File: config.mk
export PLATFORM = sky130hd
export DESIGN_NAME = multi_clock_divider
export DESIGN_NICKNAME = d
export VERILOG_FILES = /design/src/rtl/clkgen_pkg.sv /design/src/rtl/seq_divider.sv /design/src/rtl/multi_clock_divider.sv
export SDC_FILE = /design/constraint.sdc
export NUM_CORES = 1
export LEC_CHECK = 0
export ABC_AREA = 1
export BUFFER_PORTS_ARGS = -buffer_cell sky130_fd_sc_hd__clkbuf_2
export CAP_MARGIN = 20
export CORE_MARGIN = 2
export CORE_UTILIZATION = 40
export DETAILED_ROUTE_END_ITERATION = 6
export HOLD_SLACK_MARGIN = 0.06
export PLACE_DENSITY_LB_ADDON = 0.15
export SYNTH_ARGS = -nofsm -noshare
export SYNTH_HDL_FRONTEND = slang
export SYNTH_SLANG_ARGS = --single-unit
File: constraint.sdc
create_clock -name clk -period 10.27 [get_ports clk]
set_input_delay 2.054 -clock clk [delete_from_list [all_inputs] [get_ports clk]]
set_output_delay 2.054 -clock clk [all_outputs]
set_load 0.005 [all_outputs]
File: src/rtl/clkgen_pkg.sv
// Shared definitions for the multi-channel clock generator.
//   div_state_t : state encoding of the shared divider scheduler
//   DEF_*       : default dividend / field widths used by the top and the divider
package clkgen_pkg;

   localparam int DEF_BASE_HZ = 50_000_000;
   localparam int DEF_SPEED_W = 20;
   localparam int DEF_CNT_W   = 26;

   typedef enum logic [1:0] {
      ST_IDLE = 2'd0,
      ST_LOAD = 2'd1,
      ST_DIV  = 2'd2,
      ST_DONE = 2'd3
   } div_state_t;

endpackage

File: src/rtl/seq_divider.sv
// Restoring unsigned divider, one quotient bit per cycle.
// Computes BASE_HZ / divisor over CNT_W iterations after a start pulse.
//   clk, reset_n : clock, async active-low reset
//   start        : load operands (divisor captured here)
//   divisor      : zero-extended divisor, must be non-zero
//   done         : high during the last iteration; quotient is final the cycle after
//   quotient     : result, held until the next start
module seq_divider
   import clkgen_pkg::*;
#(
   parameter int CNT_W   = DEF_CNT_W,
   parameter int BASE_HZ = DEF_BASE_HZ
) (
   input  logic             clk,
   input  logic             reset_n,
   input  logic             start,
   input  logic [CNT_W-1:0] divisor,
   output logic             done,
   output logic [CNT_W-1:0] quotient
);

   localparam int               STEP_W   = $clog2(CNT_W + 1);
   localparam logic [CNT_W-1:0] DIVIDEND = CNT_W'(BASE_HZ);

   logic [CNT_W-1:0]  rem;
   logic [CNT_W-1:0]  dvs;
   logic [STEP_W-1:0] steps;
   logic [CNT_W:0]    trial;
   logic [CNT_W-1:0]  diff;

   // The quotient register doubles as the dividend shift register: dividend
   // bits leave at the top while quotient bits enter at the bottom.
   always_comb begin
      trial = {rem, quotient[CNT_W-1]};
      diff  = trial[CNT_W-1:0] - dvs;
   end

   always_ff @(posedge clk or negedge reset_n) begin
      if (!reset_n) begin
         rem      <= '0;
         dvs      <= '0;
         quotient <= '0;
         steps    <= '0;
      end else if (start) begin
         rem      <= '0;
         dvs      <= divisor;
         quotient <= DIVIDEND;
         steps    <= STEP_W'(CNT_W);
      end else if (steps != '0) begin
         if (trial >= {1'b0, dvs}) begin
            rem      <= diff;
            quotient <= {quotient[CNT_W-2:0], 1'b1};
         end else begin
            rem      <= trial[CNT_W-1:0];
            quotient <= {quotient[CNT_W-2:0], 1'b0};
         end
         steps <= steps - STEP_W'(1);
      end
   end

   assign done = (steps == STEP_W'(1));

endmodule

File: src/rtl/multi_clock_divider.sv
// NUM_CH independent ~50% duty clock outputs derived from clk, each at a
// requested frequency in Hz. Periods are computed one channel at a time by a
// shared sequential divider and applied at period boundaries.
//   clk, reset_n : clock, async active-low reset
//   speed        : requested Hz per channel, channel i at [i*SPEED_W +: SPEED_W]
//   enable       : per-channel run enable
//   resync       : one-cycle pulse restarting every channel in phase
//   out_clk      : divided clocks (registered)
//   tick         : one-cycle pulse in the first high cycle of out_clk
//   period_valid : channel holds a computed period
//   busy         : shared divider computing
//
// Scheduler states:
//   state   | meaning
//   IDLE    | round-robin scan for a channel whose speed differs from its latched speed
//   LOAD    | latch speed; start divider, or shut the channel down when speed is 0
//   DIV     | divider iterating, CNT_W cycles
//   DONE    | write the clamped quotient as the new / pending period
module multi_clock_divider
   import clkgen_pkg::*;
#(
   parameter int NUM_CH  = 4,
   parameter int BASE_HZ = DEF_BASE_HZ,
   parameter int SPEED_W = DEF_SPEED_W,
   parameter int CNT_W   = DEF_CNT_W
) (
   input  logic                      clk,
   input  logic                      reset_n,
   input  logic [NUM_CH*SPEED_W-1:0] speed,
   input  logic [NUM_CH-1:0]         enable,
   input  logic                      resync,
   output logic [NUM_CH-1:0]         out_clk,
   output logic [NUM_CH-1:0]         tick,
   output logic [NUM_CH-1:0]         period_valid,
   output logic                      busy
);

   localparam int               CH_W  = (NUM_CH > 1) ? $clog2(NUM_CH) : 1;
   localparam logic [CNT_W-1:0] MIN_P = CNT_W'(2);

   div_state_t        state;
   logic [CH_W-1:0]   sel;
   logic [CH_W-1:0]   last;
   logic [CH_W-1:0]   pick;
   logic [CH_W-1:0]   scan_idx;
   logic              found;

   logic [SPEED_W-1:0] spd_in      [NUM_CH];
   logic [SPEED_W-1:0] spd_latched [NUM_CH];
   logic [SPEED_W-1:0] spd_sel;
   logic               sel_zero;
   logic [NUM_CH-1:0]  need;

   logic [CNT_W-1:0]  period [NUM_CH];
   logic [CNT_W-1:0]  pend   [NUM_CH];
   logic [CNT_W-1:0]  cnt    [NUM_CH];
   logic [NUM_CH-1:0] pend_flag;
   logic [NUM_CH-1:0] run;
   logic [NUM_CH-1:0] wrap;
   logic [NUM_CH-1:0] hi_half;
   logic [NUM_CH-1:0] wr_hit;
   logic [NUM_CH-1:0] zero_hit;
   logic [NUM_CH-1:0] apply_wr;

   logic              div_start;
   logic              div_done;
   logic [CNT_W-1:0]  quotient;
   logic [CNT_W-1:0]  new_p;

   seq_divider #(
      .CNT_W   (CNT_W),
      .BASE_HZ (BASE_HZ)
   ) u_div (
      .clk      (clk),
      .reset_n  (reset_n),
      .start    (div_start),
      .divisor  (CNT_W'(spd_sel)),
      .done     (div_done),
      .quotient (quotient)
   );

   always_comb begin
      for (int i = 0; i < NUM_CH; i++) begin
         spd_in[i] = speed[i*SPEED_W +: SPEED_W];
         need[i]   = (spd_in[i] != spd_latched[i]);
      end
   end

   // Scan starts one past the last-served channel so no channel can starve.
   always_comb begin
      found    = 1'b0;
      pick     = last;
      scan_idx = '0;
      for (int k = 1; k <= NUM_CH; k++) begin
         scan_idx = CH_W'((int'(last) + k) % NUM_CH);
         if (!found && need[scan_idx]) begin
            found = 1'b1;
            pick  = scan_idx;
         end
      end
   end

   always_comb begin
      spd_sel   = spd_in[sel];
      sel_zero  = (spd_sel == '0);
      div_start = (state == ST_LOAD) && !sel_zero;
      // A speed-0 LOAD only shuts the channel down; the divider stays idle.
      busy      = (state == ST_DIV) || (state == ST_DONE) || div_start;
      new_p     = (quotient < MIN_P) ? MIN_P : quotient;
   end

   always_ff @(posedge clk or negedge reset_n) begin
      if (!reset_n) begin
         state <= ST_IDLE;
         sel   <= '0;
         last  <= CH_W'(NUM_CH - 1);
         for (int i = 0; i < NUM_CH; i++) spd_latched[i] <= '0;
      end else begin
         case (state)
            ST_IDLE: begin
               if (found) begin
                  sel   <= pick;
                  last  <= pick;
                  state <= ST_LOAD;
               end
            end
            ST_LOAD: begin
               spd_latched[sel] <= spd_sel;
               state            <= sel_zero ? ST_IDLE : ST_DIV;
            end
            ST_DIV: begin
               if (div_done) state <= ST_DONE;
            end
            default: begin
               state <= ST_IDLE;
            end
         endcase
      end
   end

   always_comb begin
      for (int i = 0; i < NUM_CH; i++) begin
         wr_hit[i]   = (state == ST_DONE) && (sel == CH_W'(i));
         zero_hit[i] = (state == ST_LOAD) && sel_zero && (sel == CH_W'(i));
         run[i]      = enable[i] && period_valid[i];
         wrap[i]     = run[i] && (cnt[i] >= period[i] - CNT_W'(1));
         hi_half[i]  = (cnt[i] >= (period[i] >> 1));
         // A fresh period can go live straight away whenever the channel is
         // not mid-period: not yet running, disabled, resyncing or wrapping.
         apply_wr[i] = wr_hit[i] &&
                       (!period_valid[i] || !enable[i] || resync || wrap[i]);
      end
   end

   always_ff @(posedge clk or negedge reset_n) begin
      if (!reset_n) begin
         for (int i = 0; i < NUM_CH; i++) begin
            period[i] <= '0;
            pend[i]   <= '0;
            cnt[i]    <= '0;
         end
         pend_flag    <= '0;
         out_clk      <= '0;
         tick         <= '0;
         period_valid <= '0;
      end else begin
         for (int i = 0; i < NUM_CH; i++) begin
            if (zero_hit[i]) begin
               period_valid[i] <= 1'b0;
               pend_flag[i]    <= 1'b0;
               cnt[i]          <= '0;
               out_clk[i]      <= 1'b0;
               tick[i]         <= 1'b0;
            end else begin
               if (apply_wr[i]) begin
                  period[i]       <= new_p;
                  period_valid[i] <= 1'b1;
                  pend_flag[i]    <= 1'b0;
               end else if (wr_hit[i]) begin
                  pend[i]      <= new_p;
                  pend_flag[i] <= 1'b1;
               end else if (pend_flag[i] && (resync || wrap[i] || !enable[i])) begin
                  period[i]    <= pend[i];
                  pend_flag[i] <= 1'b0;
               end

               if (resync || !run[i]) begin
                  cnt[i]     <= '0;
                  out_clk[i] <= 1'b0;
                  tick[i]    <= 1'b0;
               end else begin
                  cnt[i]     <= wrap[i] ? '0 : cnt[i] + CNT_W'(1);
                  out_clk[i] <= hi_half[i];
                  tick[i]    <= hi_half[i] && !out_clk[i];
               end
            end
         end
      end
   end

endmodule

After elaboration in Yosys (flattened, before gate mapping)
Index checks and enable logic that the tools add are counted.
- register bits after elaboration: 491
- input bits: 87
- output and inout bits: 13
- reduce and logical (&&, ||, !) cells: 107
- $lt $le $gt $ge: 16
- $add $sub $neg: 14
- bitwise gates (word level): 9
- equality and inequality tests: 17
- muxes and demuxes: 99
- operator list (operator ; number):
    two-way mux 26 bit ; 30
    adder 26 x 1 -> 26 bit, second input constant ; 4
    greater-or-equal comparator 26 x 25 -> 1 bit ; 4
    greater-or-equal comparator 26 bit ; 4
    subtractor 26 x 1 -> 26 bit, second input constant ; 4
    bitwise mux 80 bit ; 1
    != test 20 bit ; 4
    two-way mux 20 bit ; 3
    two-way mux 1 bit ; 49
    binary-select mux 20 bit (select 2 bit) ; 1
    demux 20 bit (select 2 bit) ; 1
    logical AND 1 bit ; 34
    greater-or-equal comparator 27 x 20 -> 1 bit ; 1
    logical OR 1 bit ; 26
    < comparator 26 x 2 -> 1 bit, second input constant ; 1
    subtractor 26 x 20 -> 26 bit ; 1
    AND reduction 3 bit ; 8
    logical NOT 1 bit ; 20
    logical NOT 20 bit ; 1
    nonzero test 2 bit ; 9
    nonzero test 4 bit ; 4
    two-way mux 2 bit ; 7
    < comparator 2 x 3 -> 1 bit, second input constant ; 4
    two-way mux 5 bit ; 2
    other kinds (17) ; 39

Longest topological paths before layout
Gate-level depths: netlist of the first run.
- word-level depth: 15
- gate-level depth with buffers: 33
- mapped depth without buffers: 32

Cells and area by module
A second synthesis of the first run with hierarchy kept.
- cell total of the unflattened synthesis: 4441
- area total of the unflattened synthesis: 32755.2 um2
- by module, submodules not included (module ; times used ; cells an instance ; area each (um2)):
    multi_clock_divider ; 1 ; 3640 ; 27202.3
    seq_divider ; 1 ; 801 ; 5552.8

Worst setup path after synthesis of the first run
No wires, ideal clock.
- path kind: input to output
- start: input port speed[3]
- end: output port busy
- arrival time: 3608 ps
- slack: 4608 ps
- cell stages on the path: 10
- path through: inv_1 -> o21ai_0 -> a221oi_1 -> nand2_1 -> nor2_2 -> nand2_4 -> nand2_4 -> inv_2 -> buf_6 -> or2_2
- cells in the longest elaborated chain, start to end: 7
- ends and longest elaborated chain (element ; line ; text):
    start: declaration ; multi_clock_divider.sv:29 ; input logic [NUM_CH*SPEED_W-1:0] speed,
    binary-select mux 20 bit (select 2 bit) ; multi_clock_divider.sv:104 ; spd_sel = spd_in[sel];
    two-way mux 20 bit (implied by the code) (2 in a row) ; multi_clock_divider.sv:104 ;
    logical NOT 20 bit ; multi_clock_divider.sv:105 ; sel_zero = (spd_sel == '0);
    logical NOT 1 bit ; multi_clock_divider.sv:106 ; div_start = (state == ST_LOAD) && !sel_zero;
    logical AND 1 bit ; multi_clock_divider.sv:106 ;
    logical OR 1 bit ; multi_clock_divider.sv:108 ; busy = (state == ST_DIV) || (state == ST_DONE) || div_start;
    end: declaration ; multi_clock_divider.sv:35 ; output logic busy
No other way between the ends. The select of a mux whose other input is x is not followed.

Final worst setup path of the first run
- start: input port speed[12]
- end: output port busy
The elaborated chain is that of the path after synthesis.

==> results of run 1 <==
==> path summary, 6_finish.rpt <==
check	start	end	slack (ns)	cells past startpoint
min in group asynchronous	reset_n	tick[3]$_DFF_PN0_	1.39	1
min	out_clk[3]$_DFF_PN0_	tick[3]$_DFF_PN0_	0.43	1
max	speed[12]	busy	3.31	11
max in group asynchronous	reset_n	period[26]$_DFFE_PN0P_	6.69	3
max reg2reg	period[0]$_DFFE_PN0P_	period[23]$_DFFE_PN0P_	4.36	31
min reg2reg	out_clk[3]$_DFF_PN0_	tick[3]$_DFF_PN0_	0.43	1
==> metrics by stage <==
| step | instance area, um2 | std cells | worst slack (ns) | util | hold slack, ns |
|---|---|---|---|---|---|
| 5_1_grt | 35290 | 5400 | 3.109 | 0.4482 | 0.4599 |
| 3_5_place_dp | 33190 | 5289 | 3.297 | 0.4215 | 0.4279 |
| 6_report | 35290 | 5401 | 3.306 | 0.4482 | 0.4280 |
| 2_1_floorplan | 31740 | 4239 | 4.609 | - | 0.4336 |
| 3_3_place_gp | 33190 | 5289 | 3.372 | 0.4215 | 0.4159 |
| 4_1_cts | 35290 | 5400 | 3.285 | 0.4482 | 0.4360 |
==> worst reg2reg max path: cells and delay by family, from the launching register on <==
family	cells	cell delay (ns)
adder cells (fa/ha/maj)	2	0.45
AND/OR/NAND/NOR	20	3.80
XOR/XNOR	1	0.15
flip-flops	1	0.38
AO/OA/AOI/OAI	2	0.29
buffers and inverters	6	0.77
==> power by group <==
group | internal [mW] | switching (mW) | total [mW]
clock | 1.37 | 0.880 | 2.25
combinational | 2.01 | 3.85 | 5.87
sequential | 2.53 | 0.497 | 3.02
==> synth_stat cells (25+ instances only) <==
| cell type | count |
|---|---|
| nor2_1 | 342 |
| inv_1 | 486 |
| nand3_1 | 307 |
| a21oi_1 | 145 |
| nor4_1 | 44 |
| nor3_1 | 130 |
| xnor2_1 | 47 |
| dfrtp_1 | 489 |
| nand2_1 | 1161 |
| buf_2 | 25 |
| ha_1 | 235 |
| o21ai_0 | 312 |
| nand4_1 | 69 |
| clkbuf_1 | 83 |
| xor2_1 | 169 |
==> flip-flops by register name (all words and copies together) (netlist names) <==
signal	count
cnt	104
out_clk	4
pend	104
u_div.dvs	20
pend_flag	4
u_div.rem	26
tick	4
sel	2
period	104
period_valid	4
state	2
u_div.quotient	26
u_div.steps	5
last	2
spd_latched	80
==> area by class of cell <==
class	instances	area share
well taps	1050	0.03723
flip-flops and latches	491	0.3482
repair buffers	126	0.02042
clock buffers	83	0.04875
inverters	495	0.05265
multi-input cells	3127	0.4819
diodes	1	0.00007091
clock inverters	28	0.01078
==> routing by layer <==
metal  track usage  part of all wire  vias up
li1              -                 -    14030
met1        0.3157              0.47    12620
met2        0.3691              0.45      589
met3       0.03230             0.048      141
met4       0.07448             0.033        0
met5             0                 0        -
==> cells by family after synthesis <==
| logic type | after synthesis | share of synthesized area |
|---|---|---|
| and+or+nand+nor | 2095 | 0.2798 |
| buffers and inverters | 621 | 0.07739 |
| AOI/OAI and AO/OA | 569 | 0.09880 |
| DFF | 491 | 0.3872 |
| adders and majority gates | 236 | 0.09328 |
| xor gates and xnor gates | 216 | 0.05961 |
| muxes | 11 | 0.003903 |
==> cells in the final DEF (no fill, tap or decap), types with 10 or more instances in the layout <==
master,count
o211ai_1,19
o221ai_1,10
ha_1,235
a22oi_1,12
nand3_1,307
clkbuf_16,62
nand4_1,69
nor4_1,44
o21ai_0,312
xor2_1,169
clkbuf_2,98
nor2_1,336
buf_4,26
clkbuf_1,12
dfrtp_1,489
o22ai_1,20
mux2_2,11
nor3_1,130
inv_1,486
nand2_1,1161
a21oi_1,145
xnor2_1,47
==> impl_metrics.json, run 1 <==
{
  "status": "finished, violations left",
  "violations": "DRC",
  "grt_pass1_vias": 26700,
  "cts.htree.levels": 2,
  "ir_drop_uv": 154.0,
  "slowest_delay_ns": 0.39,
  "drt-pass1-iter-count": 7,
  "numClockSinks": 491,
  "cts.clk_slew.worst_paths_ns": 0.06,
  "grt_start_max_net_pins": 134,
  "fillers": 8062,
  "num_io_pins": 100,
  "synth_area_um2": 31740,
  "io_buffer_count": 99,
  "drt-total-wl_mm": 92.42,
  "critPathLaunchType": "primary input",
  "p_total_mw": 11.14,
  "crit_family": "simple AND/OR/NAND/NOR gates",
  "timing.fmax_ghz": 0.1436,
  "synth_top_area_frac": 0.3856,
  "cts_root_buffer": "clkbuf_16",
  "clk-insertion-delay-late_ns": 0.64,
  "std_cell_rows": 103,
  "ctsHoldBuffers": 0,
  "nets": 4624,
  "crit_type": "in -> out",
  "worst_pin_slew_ns": 1.121,
  "rsz0062_at_grt": "false",
  "numCtsBuffers": 60,
  "leakagePower_nw": 17.88,
  "dpl.hpwl_mm": 67.61,
  "slowest_stage": "or2_2",
  "grt_pass1_wl_mm": 149.4,
  "worst_clock_skew_ns": 0.02678,
  "fin_setup_tns_ns": 0,
  "finalHoldViolCount": 0,
  "final-setup-viol-count": 0,
  "yosysWarningCount": 0,
  "synth_edf_count": 0,
  "required_ns": 8.22,
  "cts_tree": "done",
  "yosys-top-cells-area": "dfrtp_1 39%, nand2_1 14%, ha_1 9.3%",
  "area_growth_pct": 11.20,
  "grt_usage": 0.2285,
  "drc_errors": 1,
  "core_um2": 78740,
  "dr.first_iter.drc_count": 2015,
  "initial_core_util": 0.4030,
  "cp.arrival_ns": 4.91,
  "fp.dieH_um": 285.7,
  "num_vias": 27380,
  "cap_violations": 0,
  "dieArea_um2": 81610,
  "cts_setup_buffers": 0,
  "powerDensity_nw_per_um2": 315.6,
  "synth.distinct_cells": 50,
  "antenna_found_initial": 1,
  "async_flop_share": 1.000,
  "synth.avg_cell_area_um2": 7.487,
  "finalCritPeriodShare": 0.6781,
  "netlist_instances": 4239,
  "hp-class": "reg -> reg",
  "overflow": 0,
  "synth_nets": 4562,
  "ys_seq_area_frac": 0.3872,
  "clock_path_buffers": 3,
  "multiInputGateArea_um2": 17010,
  "fin_crit_ns": 6.964,
  "slew_violations": 0,
  "synth-seq-cells": 491,
  "die_x_um": 285.7,
  "ant_nets": 0,
  "gp_congestion": 0.9130,
  "synth_area_leader_cell": "dfrtp_1",
  "max_slew_margin": 0.2500,
  "path_max_fanout": 38,
  "vias_per_cell": 5.069,
  "worst-path-buf-inv": 3,
  "seq_area_um2": 12290,
  "synth_flop_cell": "dfrtp_1",
  "cts_resized": 0,
  "drive_gt1_frac": 0.06391,
  "critical_path.endpoint_type": "output pin",
  "wl_per_cell_um": 17.11,
  "crit_path_cell_trace": "clkbuf_2, a22oi_1, o221ai_1, nor2_1, nand3_1, nor2_1, nand2_4, nand2_4, inv_2, or2_2, clkbuf_2"
}
(Power assumes the default switching activity.)
==> run 2: changes to the inputs <==
Settings changed: ABC_AREA 1 to 0.
Clock period 10.27 ns to 5.9 ns, I/O delays scaled along.
==> run 2 against run 1 <==
- the run now ends clean
- first-iteration DRC count is 38% lower
- total power is 41% higher
- utilization is 0.24 points higher
- global-route usage is 3.4 points lower
- clock power is 60% higher
- synthesized cell count is 30% lower
- die area is 7.2% lower
- worst hold slack better by 0.011 ns
- non-clock buffer count is 5 higher
- critical path type is now reg -> reg
- critical endpoint is now period[20]$_DFFE_PN0P_
- largest cell class unchanged
==> impl_metrics.json, run 2 <==
{
  "status": "completed",
  "synth-seq-cells": 491,
  "synth_flop_cell": "dfrtp_1",
  "synth_area_um2": 29420,
  "postLayoutCoreUtil": 0.4506,
  "drt-pass1-iter-count": 5,
  "fillers": 6910,
  "cts_resized": 0,
  "synth_area_leader_cell": "dfrtp_1",
  "async_flop_share": 1.000,
  "ir_drop_uv": 284.1,
  "grt_usage": 0.1949,
  "cp.arrival_ns": 5.71,
  "leakagePower_nw": 15.40,
  "overflow": 0,
  "synth.distinct_cells": 70,
  "num_vias": 21630,
  "dr.first_iter.drc_count": 1247,
  "ant_nets": 0,
  "fp.dieH_um": 275.2,
  "rsz0062_at_grt": "false",
  "vias_per_cell": 5.360,
  "worst_clock_skew_ns": 0.02150,
  "clk-insertion-delay-late_ns": 0.61,
  "fin_crit_ns": 5.191,
  "io_buffer_count": 99,
  "cts_tree": "done",
  "p_total_mw": 15.66,
  "grt_start_max_net_pins": 122,
  "yosys-top-cells-area": "dfrtp_1 42%, ha_1 10%, mux2_2 6.4%",
  "ys_top_cells_by_count": "489 x dfrtp_1, 348 x nor2_1, 235 x ha_1",
  "numCtsBuffers": 57,
  "clock_path_buffers": 3,
  "yosysWarningCount": 0,
  "cts_root_buffer": "clkbuf_16",
  "crit_type": "reg -> reg",
  "num_io_pins": 100,
  "finalHoldViolCount": 0,
  "hp-class": "reg -> reg",
  "ctsHoldBuffers": 0,
  "critPathLaunchType": "flip-flop",
  "nets": 3352,
  "std_cell_rows": 99,
  "drt-total-wl_mm": 73.12,
  "ys_seq_area_frac": 0.4177,
  "final-setup-viol-count": 0,
  "initial_core_util": 0.4040,
  "antenna_found_initial": 0,
  "cts.htree.levels": 2,
  "drc_errors": 0,
  "cts.clk_slew.worst_paths_ns": 0.06,
  "synth.avg_cell_area_um2": 9.941,
  "timing.fmax_ghz": 0.1926,
  "drive_gt1_frac": 0.1424,
  "grt_pass1_vias": 21880,
  "core_um2": 72830,
  "die_x_um": 275.2,
  "netlist_instances": 2960,
  "reg.largest.list": "cnt: 104 flops, pend: 104 flops, period: 104 flops",
  "mostFrequentLayoutCells": "488 x dfrtp_1, 345 x nor2_1, 235 x ha_1, 203 x a21oi_1, 177 x nand2_1",
  "numClockSinks": 491,
  "critical_path.endpoint_type": "flip-flop",
  "final_common_cell": "dfrtp_1",
  "cts_setup_buffers": 0,
  "synth_top_area_frac": 0.4159,
  "cap_violations": 0,
  "fin_setup_tns_ns": 0,
  "dieArea_um2": 75750,
  "area_growth_pct": 11.53,
  "max_slew_margin": 0.2975,
  "worst_pin_slew_ns": 1.052,
  "wl_per_cell_um": 18.12,
  "diodes": 0,
  "finalCritPeriodShare": 0.8799,
  "required_ns": 6.42,
  "dpl.hpwl_mm": 52.60,
  "synth_nets": 3283,
  "gp_congestion": 0.8511,
  "slew_violations": 0,
  "powerDensity_nw_per_um2": 477.0,
  "grt_pass1_wl_mm": 118.8,
  "path_max_fanout": 30,
  "synth_edf_count": 0,
  "yosysMostFrequentCell": "dfrtp_1"
}
## run 2: stage by stage
stage / instances / setup slack, ns / hold slack [ns] / cell area [um2]
floorplan: 2960 / 1.602 / 0.4265 / 29420
global placement: 3927 / 0.9075 / 0.4179 / 30870
detailed placement: 3927 / 0.7645 / 0.4167 / 30870
CTS: 4033 / 0.6947 / 0.4419 / 32790
global route: 4035 / 0.1453 / 0.4647 / 32820
finish: 4035 / 0.7086 / 0.4392 / 32820
## run 2: logic make-up after synthesis
kind of cell | Yosys count | synth area share
buffers and inverters | 273 | 0.03878
XOR/XNOR | 291 | 0.08662
AND/OR/NAND/NOR | 916 | 0.1466
adder cells (fa/ha/maj) | 236 | 0.1006
multiplexers | 285 | 0.1132
flip-flops | 491 | 0.4177
AO/OA/AOI/OAI | 468 | 0.09648
## run 2: final timing paths
path                       cells after the start             startpoint                  endpoint  slack, ns
hold reg to reg                                1   out_clk[1]$_DFF_PN0_         tick[1]$_DFF_PN0_       0.44
min in group asynchronous                      1                reset_n  pend_flag[2]$_DFFE_PN0P_       0.61
setup reg to reg                              19  period[2]$_DFFE_PN0P_    period[20]$_DFFE_PN0P_       0.71
max in group asynchronous                      2                reset_n      pend[30]$_DFFE_PN0P_       3.97
setup / recovery                              19  period[2]$_DFFE_PN0P_    period[20]$_DFFE_PN0P_       0.71
hold / removal                                 1   out_clk[1]$_DFF_PN0_         tick[1]$_DFF_PN0_       0.44
## run 2: power breakdown
group	switching, mW	leakage [nW]	internal, mW
Combinational	3.29	8.24	2.81
Clock	1.45	0.930	2.15
Sequential	1.38	6.23	4.57
## run 2: area by class of cell
type | count | area [um2] | share of cell area
repair buffers | 131 | 810.8 | 0.02471
clock buffers | 83 | 1645 | 0.05014
well taps | 959 | 1200 | 0.03656
clock inverters | 23 | 267.8 | 0.008159
multi-input cells | 2196 | 16030 | 0.4885
flip-flops and latches | 491 | 12290 | 0.3745
inverters | 152 | 570.5 | 0.01739
## run 2: worst max-delay path: stages (launching register included)
cell,delay [ns]
dfrtp_1,0.41
nor3_1,0.49
nand2_1,0.19
nor2_1,0.19
nand4_1,0.20
nor2_1,0.31
nand2_1,0.15
nor3_1,0.20
xnor2_1,0.10
ha_1,0.30
nand4_1,0.14
or4_1,0.55
a2111oi_0,0.40
o21a_1,0.20
a211o_1,0.21
a2111o_1,0.19
nor2b_4,0.46
buf_12,0.24
nor2_1,0.06
a21oi_1,0.13
## run 2: routing by layer
metal / part of all wire / routed length [um] / up-vias / track usage
li1: - / - / 10550 / -
met1: 0.47 / 34670 / 10650 / 0.2694
met2: 0.45 / 33240 / 314 / 0.3127
met3: 0.039 / 2885 / 113 / 0.02984
met4: 0.032 / 2322 / 0 / 0.06586
met5: 0 / 0 / - / 0
==> run 3: changes to the inputs <==
Settings changed: CORE_UTILIZATION 40 to 50.
==> run 3 against run 2 <==
- critical path depth stayed put
- die area is 20% lower
- flip-flop and latch count stayed put
- setup slack worse by 0.11 ns
- first-iteration DRC count is 2.6% lower
- global-route usage is 4.7 points higher
- critical endpoint is now period[22]$_DFFE_PN0P_
- largest cell class unchanged
==> impl_metrics.json, run 3 (same netlist as run 2, synthesis figures left out) <==
{
  "status": "completed",
  "fillers": 5119,
  "area_growth_pct": 10.38,
  "ant_nets": 0,
  "io_buffer_count": 99,
  "cap_violations": 0,
  "reg.largest.list": "cnt: 104 flops, pend: 104 flops, period: 104 flops",
  "finalHoldViolCount": 0,
  "num_io_pins": 100,
  "leakagePower_nw": 15.36,
  "vias_per_cell": 5.708,
  "ctsHoldBuffers": 0,
  "critical_path.endpoint_type": "flip-flop",
  "fin_crit_ns": 5.301,
  "fp.dieH_um": 246.6,
  "required_ns": 6.41,
  "cts_tree": "done",
  "grt_pass1_wl_mm": 118.3,
  "cts.clk_slew.worst_paths_ns": 0.07,
  "mostFrequentLayoutCells": "489 x dfrtp_1, 345 x nor2_1, 235 x ha_1, 203 x a21oi_1, 177 x nand2_1",
  "max_slew_margin": 0.1941,
  "rsz0062_at_grt": "false",
  "die_x_um": 246.6,
  "num_vias": 21850,
  "cp.arrival_ns": 5.81,
  "multiInputGateArea_um2": 16030,
  "diodes": 0,
  "critPathLaunchType": "flip-flop",
  "slew_violations": 0,
  "worst_clock_skew_ns": 0.03164,
  "std_cell_rows": 88,
  "final_common_cell": "dfrtp_1",
  "gp_congestion": 0.8765,
  "grt_usage": 0.2419,
  "cts_root_buffer": "clkbuf_16",
  "grt_pass1_vias": 22080,
  "dieArea_um2": 60810,
  "cts_resized": 0,
  "final-setup-viol-count": 0,
  "worst_pin_slew_ns": 1.206,
  "numClockSinks": 491,
  "cts_setup_buffers": 0,
  "drc_errors": 0,
  "clk-insertion-delay-late_ns": 0.62,
  "drive_gt1_frac": 0.1391,
  "nets": 3345,
  "dpl.hpwl_mm": 52.20,
  "clock_path_buffers": 3,
  "initial_core_util": 0.5081,
  "numCtsBuffers": 54,
  "holdWs_ns": 0.4212,
  "wl_per_cell_um": 18.84,
  "grt_start_max_net_pins": 118,
  "fin_setup_tns_ns": 0,
  "core_um2": 57920,
  "finalCritPeriodShare": 0.8984,
  "antenna_found_initial": 0,
  "powerDensity_nw_per_um2": 480.5,
  "ir_drop_uv": 312.9,
  "timing.fmax_ghz": 0.1887,
  "path_max_fanout": 28,
  "overflow": 0,
  "crit_type": "reg -> reg",
  "seq_area_um2": 12290,
  "drt-total-wl_mm": 72.09,
  "postLayoutCoreUtil": 0.5608,
  "hp-class": "reg -> reg",
  "drt-pass1-iter-count": 7,
  "dr.first_iter.drc_count": 1215,
  "cts.htree.levels": 2
}
## run 3: cell count changes in the layout (fill, tap and decap cells not counted), sizes merged
| cell | delta |
|---|---|
| clkinvlp | -3 |
| clkbuf | -8 |
| bufinv | +3 |
| buf | -4 |
| clkinv | -2 |
## run 3: stage by stage
step	cells	setup slack (ns)	total power [mW]	instance area [um2]
after floorplan	2960	1.602	10.29	29420
after global placement	3731	0.9007	11.79	30620
after detailed placement	3731	0.6477	12.04	30620
after CTS	3827	0.6145	15.70	32480
after global routing	3827	0.03308	16.81	32480
final	3827	0.5993	15.61	32480
## run 3: worst paths after layout
| kind | from | endpoint | slack [ns] | cells past startpoint |
|---|---|---|---|---|
| worst max register to register | period[1]$_DFFE_PN0P_ | period[22]$_DFFE_PN0P_ | 0.60 | 19 |
| worst min-delay path | out_clk[0]$_DFF_PN0_ | tick[0]$_DFF_PN0_ | 0.42 | 1 |
| worst min register to register | out_clk[0]$_DFF_PN0_ | tick[0]$_DFF_PN0_ | 0.42 | 1 |
| max in group asynchronous | reset_n | period[2]$_DFFE_PN0P_ | 3.96 | 2 |
| min in group asynchronous | reset_n | tick[2]$_DFF_PN0_ | 0.61 | 1 |
| worst max-delay path | period[1]$_DFFE_PN0P_ | period[22]$_DFFE_PN0P_ | 0.60 | 19 |
## run 3: layout make-up
| cell class | instances | area share |
|---|---|---|
| multi-input combinational | 2196 | 0.4936 |
| sequential | 491 | 0.3784 |
| clock buffer | 75 | 0.04715 |
| tap | 765 | 0.02947 |
| timing repair buffer | 127 | 0.02358 |
| inverter | 152 | 0.01757 |
| clock inverter | 21 | 0.01025 |
## run 3: critical path, stage by stage (launching register included)
cell and delay (ns):
dfrtp_1 0.40, nor3_1 0.50, nand2_1 0.17, nor2_1 0.19, nand4_1 0.20, nor2_1 0.32, nand2_1 0.16, nor3_1 0.22
xnor2_1 0.11, ha_1 0.30, nand4_1 0.15, or4_1 0.56, a2111oi_0 0.38, o21a_1 0.20, a211o_1 0.24, a2111o_1 0.21
nor2b_4 0.48, buf_12 0.24, nor2_1 0.06, a21oi_1 0.13
## run 3: where the power goes
group	leakage [nW]	internal [mW]	switching, mW
Sequential	6.23	4.57	1.39
Combinational	8.22	2.80	3.28
Clock	0.912	2.16	1.41
## run 3: per-layer routing
metal | up-vias | routed length [um] | track usage
met5 | - | 0 | 0
met4 | 0 | 1920 | 0.07087
li1 | 10530 | - | -
met2 | 392 | 34520 | 0.4019
met3 | 117 | 2644 | 0.03312
met1 | 10800 | 33010 | 0.3297
